===== src/rtl/mult_arb_pkg.sv =====
// -----------------------------------------------------------------------------
// mult_arb_pkg
//   Shared definitions for the multiplier-sharing arbiter.
//   - state_t   : arbiter FSM state encoding
//   - clog2     : ceiling log2 (minimum 1) for requester-id and counter widths
//   - prod_w    : product width for a given operand width
// -----------------------------------------------------------------------------
package mult_arb_pkg;

    typedef enum logic [1:0] {
        S_IDLE = 2'd0,
        S_RUN  = 2'd1,
        S_FIX  = 2'd2,
        S_DONE = 2'd3
    } state_t;

    localparam int DEF_NUM_REQ = 4;
    localparam int DEF_DATA_W  = 8;

    function automatic int clog2(input int v);
        int r;
        r = 0;
        while ((1 << r) < v) r++;
        return (r < 1) ? 1 : r;
    endfunction

    function automatic int prod_w(input int data_w);
        return 2 * data_w;
    endfunction

endpackage


===== src/rtl/mult_seq_core.sv =====
// -----------------------------------------------------------------------------
// mult_seq_core
//   Sequential signed multiplier datapath: sign/magnitude capture, DATA_W-step
//   unsigned shift-add, final two's-complement sign fix.
// Ports
//   CLK, RST      clock, asynchronous active-high reset
//   i_start       capture i_a/i_b magnitudes and product sign, clear accumulator
//   i_a, i_b      signed operands
//   i_step        one shift-add iteration
//   i_fix         apply sign to accumulator and register the product
//   o_last        the step in progress is the final iteration
//   o_res         registered signed product
// -----------------------------------------------------------------------------
module mult_seq_core
    import mult_arb_pkg::*;
#(
    parameter int DATA_W = DEF_DATA_W
) (
    input  logic                          CLK,
    input  logic                          RST,
    input  logic                          i_start,
    input  logic [DATA_W-1:0]             i_a,
    input  logic [DATA_W-1:0]             i_b,
    input  logic                          i_step,
    input  logic                          i_fix,
    output logic                          o_last,
    output logic [prod_w(DATA_W)-1:0]     o_res
);

    localparam int PW    = prod_w(DATA_W);
    localparam int CNT_W = clog2(DATA_W);

    logic [DATA_W-1:0] w_abs_a;
    logic [DATA_W-1:0] w_abs_b;
    logic [PW-1:0]     r_mcand;
    logic [DATA_W-1:0] r_mplier;
    logic [PW-1:0]     r_acc;
    logic              r_neg;
    logic [CNT_W-1:0]  r_cnt;
    logic [PW-1:0]     r_res;

    // The most negative value negates to itself, which read as unsigned is
    // exactly its magnitude, so no extra bit is needed.
    assign w_abs_a = i_a[DATA_W-1] ? (~i_a + DATA_W'(1)) : i_a;
    assign w_abs_b = i_b[DATA_W-1] ? (~i_b + DATA_W'(1)) : i_b;

    assign o_last = (r_cnt == CNT_W'(DATA_W - 1));
    assign o_res  = r_res;

    always_ff @(posedge CLK or posedge RST) begin
        if (RST) begin
            r_mcand  <= '0;
            r_mplier <= '0;
            r_acc    <= '0;
            r_neg    <= 1'b0;
            r_cnt    <= '0;
            r_res    <= '0;
        end else if (i_start) begin
            r_mcand  <= PW'(w_abs_a);
            r_mplier <= w_abs_b;
            r_acc    <= '0;
            r_neg    <= i_a[DATA_W-1] ^ i_b[DATA_W-1];
            r_cnt    <= '0;
        end else if (i_step) begin
            if (r_mplier[0]) begin
                r_acc <= r_acc + r_mcand;
            end
            r_mcand  <= r_mcand << 1;
            r_mplier <= r_mplier >> 1;
            r_cnt    <= r_cnt + CNT_W'(1);
        end else if (i_fix) begin
            // A zero magnitude stays zero regardless of sign.
            r_res <= (r_neg && (r_acc != '0)) ? (~r_acc + PW'(1)) : r_acc;
        end
    end

endmodule


===== src/rtl/mult_share_arbiter.sv =====
// -----------------------------------------------------------------------------
// mult_share_arbiter
//   Shares one sequential signed multiplier between NUM_REQ requesters with
//   round-robin arbitration and a tagged valid/ready result.
// Ports
//   CLK, RST      clock, asynchronous active-high reset
//   REQ           per-requester request level (sampled in IDLE only)
//   REQ_A, REQ_B  packed operands, requester k at [k*DATA_W +: DATA_W]
//   GNT           one-hot, one-cycle pulse when a requester's operands are taken
//   RES_VALID     product valid, held until RES_READY
//   RES_READY     consumer accepts the product
//   RES_DATA      signed product
//   RES_ID        requester that owns RES_DATA
//   BUSY          high whenever the FSM is not idle
// Configuration
//   MULT_ARB_PRIO0_EN : requester 0 always wins when requesting; its grants do
//                       not move the round-robin pointer.
// -----------------------------------------------------------------------------
module mult_share_arbiter
    import mult_arb_pkg::*;
#(
    parameter int NUM_REQ = DEF_NUM_REQ,
    parameter int DATA_W  = DEF_DATA_W
) (
    input  logic                          CLK,
    input  logic                          RST,
    input  logic [NUM_REQ-1:0]            REQ,
    input  logic [NUM_REQ*DATA_W-1:0]     REQ_A,
    input  logic [NUM_REQ*DATA_W-1:0]     REQ_B,
    output logic [NUM_REQ-1:0]            GNT,
    output logic                          RES_VALID,
    input  logic                          RES_READY,
    output logic [prod_w(DATA_W)-1:0]     RES_DATA,
    output logic [clog2(NUM_REQ)-1:0]     RES_ID,
    output logic                          BUSY
);

    localparam int ID_W = clog2(NUM_REQ);

    state_t             r_state;
    logic [NUM_REQ-1:0] r_gnt;
    logic               r_res_valid;
    logic [ID_W-1:0]    r_res_id;
    logic [ID_W-1:0]    r_rr_ptr;

    logic [NUM_REQ-1:0] w_rot;
    logic               w_found;
    logic [ID_W:0]      w_sum;
    logic [ID_W:0]      w_wrap;
    logic [ID_W-1:0]    w_winner;
    logic [ID_W:0]      w_inc;
    logic [ID_W-1:0]    w_next_ptr;
    logic               w_start;
    logic               w_last;

    // Rotate requests so bit 0 is the requester at rr_ptr; the lowest set bit
    // of the rotated vector is the round-robin winner.
    assign w_rot = NUM_REQ'({REQ, REQ} >> r_rr_ptr);

    always_comb begin
        w_found  = 1'b0;
        w_sum    = '0;
        w_wrap   = '0;
        w_winner = '0;
        for (int i = NUM_REQ - 1; i >= 0; i--) begin
            if (w_rot[i]) begin
                w_found = 1'b1;
                w_sum   = {1'b0, r_rr_ptr} + (ID_W + 1)'(i);
            end
        end
`ifdef MULT_ARB_PRIO0_EN
        if (REQ[0]) begin
            w_found = 1'b1;
            w_sum   = '0;
        end
`endif
        w_wrap   = w_sum - (ID_W + 1)'(NUM_REQ);
        w_winner = (w_sum >= (ID_W + 1)'(NUM_REQ)) ? ID_W'(w_wrap) : ID_W'(w_sum);
    end

    assign w_inc      = {1'b0, r_res_id} + (ID_W + 1)'(1);
    assign w_next_ptr = (w_inc >= (ID_W + 1)'(NUM_REQ)) ? '0 : ID_W'(w_inc);

    assign w_start = (r_state == S_IDLE) && w_found;

    mult_seq_core #(
        .DATA_W (DATA_W)
    ) u_core (
        .CLK     (CLK),
        .RST     (RST),
        .i_start (w_start),
        .i_a     (REQ_A[w_winner*DATA_W +: DATA_W]),
        .i_b     (REQ_B[w_winner*DATA_W +: DATA_W]),
        .i_step  (r_state == S_RUN),
        .i_fix   (r_state == S_FIX),
        .o_last  (w_last),
        .o_res   (RES_DATA)
    );

    always_ff @(posedge CLK or posedge RST) begin
        if (RST) begin
            r_state     <= S_IDLE;
            r_gnt       <= '0;
            r_res_valid <= 1'b0;
            r_res_id    <= '0;
            r_rr_ptr    <= '0;
        end else begin
            r_gnt <= '0;
            case (r_state)
                S_IDLE: begin
                    if (w_found) begin
                        r_gnt    <= NUM_REQ'(1) << w_winner;
                        r_res_id <= w_winner;
                        r_state  <= S_RUN;
                    end
                end
                S_RUN: begin
                    if (w_last) r_state <= S_FIX;
                end
                S_FIX: begin
                    r_res_valid <= 1'b1;
                    r_state     <= S_DONE;
                end
                S_DONE: begin
                    if (RES_READY) begin
                        r_res_valid <= 1'b0;
                        r_state     <= S_IDLE;
`ifdef MULT_ARB_PRIO0_EN
                        if (r_res_id != '0) r_rr_ptr <= w_next_ptr;
`else
                        r_rr_ptr <= w_next_ptr;
`endif
                    end
                end
                default: r_state <= S_IDLE;
            endcase
        end
    end

    assign GNT       = r_gnt;
    assign RES_VALID = r_res_valid;
    assign RES_ID    = r_res_id;
    assign BUSY      = (r_state != S_IDLE);

endmodule


===== config.mk =====
export PLATFORM = sky130hd
export DESIGN_NAME = mult_share_arbiter
export DESIGN_NICKNAME = d
export VERILOG_FILES = /design/src/rtl/mult_arb_pkg.sv /design/src/rtl/mult_seq_core.sv /design/src/rtl/mult_share_arbiter.sv
export SDC_FILE = /design/constraint.sdc
export NUM_CORES = 1
export LEC_CHECK = 0
export CORE_ASPECT_RATIO = 1.25
export CORE_MARGIN = 1
export CORE_UTILIZATION = 53
export DETAILED_ROUTE_END_ITERATION = 6
export GPL_ROUTABILITY_DRIVEN = 0
export HOLD_SLACK_MARGIN = 0.06
export PLACE_DENSITY = 0.82
export SLEW_MARGIN = 0
export SYNTH_ARGS = -nofsm -noshare
export SYNTH_HDL_FRONTEND = slang
export SYNTH_SLANG_ARGS = --single-unit

===== constraint.sdc =====
create_clock -name CLK -period 3.36 [get_ports CLK]
set_input_delay 0.336 -clock CLK [delete_from_list [all_inputs] [get_ports CLK]]
set_output_delay 0.336 -clock CLK [all_outputs]
set_load 0.05 [all_outputs]

==> summary.txt, run 1 <==
F_max - 329 MHz
Sequential fraction of the synthesis area - 36.9%
Number of global-route vias before repair - 4,278
Fin crit share - 90.3%
Fin Clk Skew - 0.00943 ns
Share of layout cells above drive strength 1 - 7.24%
Clk_lat worst skew - 0.34 ns
Worst slew pin tran - 0.936 ns
TritonCTS buffer count - 9
Top-area cell type share of the netlist area - 36.9%
Chip height - 109 um
Initial antenna violation count - 0
Max-slew violations - 0
PD cells - 960 nW/um2
Post-CTS setup buffers - 0
Initial core utilization - 55.1%
Routed Antenna Nets - 0
Place WS - 0.0360 ns
CP startpoint kind - input pin
# fillers - 709
First-pass GRT wire length - 18.8 mm
Die area - 9480 um2
Flops & latches, synth - 71
Antenna Cells - 0
CTS clk-pin slew, worst paths - 0.07 ns
Fin worst setup slack - 0.324 ns
Crit end category - register
Die width - 87.3 um
Total power - 5.82 mW
Post_cts resized - 0
CP Max Fanout - 16
Vias - 4,292
Mean routed wirelength per cell - 14.8 um
Total grt overflow - 0
P&R area growth vs syn - 25.9%
Routed vias/inst - 5.68
Avg Cell Area, Syn - 8.91 um2
TritonCTS clock tree - yes
All-Layer GR Usage - 25.3%
Final hold violations - 0
H-tree levels - 3
Critical path required time - 3.57 ns
First-pass DRT Iterations - 4
Main synth FF type - dfrtp_1
Post-synth net total - 637
Num ports - 95
Largest cells by area after synthesis - dfrtp_1 (37%), mux2i_1 (6.9%), ha_1 (6.2%)
Drt total wl - 11.1 mm
Final TNS setup - 0 ns
Mapped Area - 4820 um2
RSZ-0062 raised after global routing - no
Crit path time final - 3.04 ns
Async set-reset flop share out of synthesis - 100%
YS warnings - 0
Worst R2R Path Depth - 9
Initial drt markers - 182
Largest net degree at the start of global routing - 48
Hold Path Class - in -> async
IO Port Bufs - 94
Setup violators final - 0
Setup CP Type - in -> reg
Max clock buf depth - 2
EDFF count, synth - 0
Hold_buf cts - 0
Site row count - 38
DRC - 0
Arr. time, crit path - 3.25 ns
Nets@finish - 727
Slew margin rel. - 37.5%
Core area - 8750 um2
Area leader, netlist - dfrtp_1
Status - completed
Hpwl dp - 8.58 mm
Synth cell types - 63
Leakage - 2.67 nW
Root buffer cell - clkbuf_8
Worst vdd ir - 0.000426 V
Max-cap violations - 0
Num Clock Sinks - 71
Syn Inst Count - 541
[state kept, by name, indices dropped and copies added, names as in the netlist]
register and count:
GNT 4, RES_ID 2, RES_VALID 1, r_rr_ptr 2
r_state 2, u_core.o_res 16, u_core.r_acc 16, u_core.r_cnt 3
u_core.r_mcand 16, u_core.r_mplier 8, u_core.r_neg 1
[final timing paths]
check                                  from            endpoint  slack, ns
worst max-delay path                 REQ[2]  u_core.r_mplier[6]       0.32
worst min-delay path                    RST     u_core.r_acc[1]       0.48
worst max register to register  r_rr_ptr[0]  u_core.r_mplier[6]       0.40
worst min register to register    RES_VALID           RES_VALID       0.50
max in group asynchronous               RST  u_core.r_mcand[12]       2.23
min in group CLK                  RES_VALID           RES_VALID       0.50
[placed cells by master (no fill, tap or decap), types with 4 or more instances in the layout]
cell | netlist | final
xor2_1 | 23 | 23
clkinv_2 | 0 | 4
a21oi_1 | 54 | 54
nor2b_1 | 16 | 16
ha_1 | 24 | 24
dfrtp_1 | 71 | 71
nand2_1 | 54 | 54
clkdlybuf4s50_1 | 0 | 94
inv_1 | 13 | 12
nand2b_1 | 7 | 7
mux2i_1 | 33 | 33
a31oi_1 | 6 | 6
nand3b_1 | 4 | 4
o21a_1 | 4 | 4
nor3_1 | 15 | 15
nand3_1 | 16 | 16
xnor2_1 | 9 | 9
o21ai_0 | 31 | 31
a211oi_1 | 12 | 12
mux2_2 | 9 | 9
buf_4 | 0 | 12
o31ai_1 | 7 | 7
nor2_1 | 49 | 48
clkbuf_8 | 0 | 9
[through the flow]
step | area [um2] | instances | util [%] | hold WS, ns
6_report | 6070 | 755 | 69.3 | 0.478
2_1_floorplan | 4820 | 541 | - | 0.472
3_3_place_gp | 5890 | 740 | 67.3 | 0.471
3_5_place_dp | 5890 | 740 | 67.3 | 0.479
5_1_grt | 6070 | 755 | 69.3 | 0.541
4_1_cts | 6070 | 755 | 69.3 | 0.489
[critical path: stages]
cell and delay, ns:
clkdlybuf4s50_1 0.49, nor2b_1 0.33, nor4b_2 0.11, nor2_2 0.72
mux2i_1 0.19, mux2_2 0.35, ha_1 0.24, a41oi_1 0.22
xor2_1 0.16, a21oi_1 0.08
[cell type report]
cell class | count | area [um2] | share of cell area, %
multi-input cells | 429 | 2860 | 47.2
flip-flops and latches | 71 | 1780 | 29.3
repair buffers | 107 | 1050 | 17.3
well taps | 120 | 150 | 2.48
clock buffers | 10 | 128 | 2.10
clock inverters | 5 | 50.0 | 0.825
inverters | 13 | 48.8 | 0.804
[power breakdown]
part	total, mW	internal (mW)	switching (mW)
clock	0.629	0.334	0.296
sequential	1.50	1.21	0.292
combinational	3.69	1.47	2.22
[layer usage]
layer / track usage, % / vias up / wire, um
met5: 0 / - / 0
met1: 29.8 / 2020 / 4660
met4: 10.1 / 0 / 273
met2: 44.7 / 133 / 5590
met3: 5.30 / 16 / 618
li1: - / 2123 / -
[kinds of logic (layout without fill, tap and decap cells)]
group                    after synthesis  count (layout)  synth area share [%]
AND/OR/NAND/NOR                      182             182                  18.5
AO/OA/AOI/OAI                        147             147                  19.1
flip-flops                            71              71                  36.9
adder cells (fa/ha/maj)               25              25                  6.65
multiplexers                          43              43                  9.27
XOR/XNOR                              32              32                  5.82
buffers and inverters                 41             135                  3.82
[cell usage after synthesis (all sizes together) (2+ instances only)]
cell type,number
or4b,2
a211oi,12
o21ai,33
and2,2
nor2,51
a22o,3
dfrtp,71
o21a,4
or4,2
and3,2
buf,11
nor4,3
nand3,16
or3,3
a31oi,6
xor2,23
nand3b,4
a41oi,3
o31a,3
o31ai,7
mux2i,33
nor2b,16
clkbuf,17
mux2,10
o211a,2
a21o,3
a21oi,54
nand2,55
nor3b,3
xnor2,9
ha,24
inv,13
nand2b,7
nor3,15
No activity file was read; power rests on OpenSTA's default activity.
==> run 2, diff against run 1 <==
--- a/config.mk
+++ b/config.mk
@@ -12,7 +12,6 @@
 export GPL_ROUTABILITY_DRIVEN = 0
 export HOLD_SLACK_MARGIN = 0.06
 export PLACE_DENSITY = 0.82
-export SLEW_MARGIN = 0
 export SYNTH_ARGS = -nofsm -noshare
 export SYNTH_HDL_FRONTEND = slang
 export SYNTH_SLANG_ARGS = --single-unit
==> results of run 2 <==
The final DEF is identical to that of run 1; final timing and power are the same.
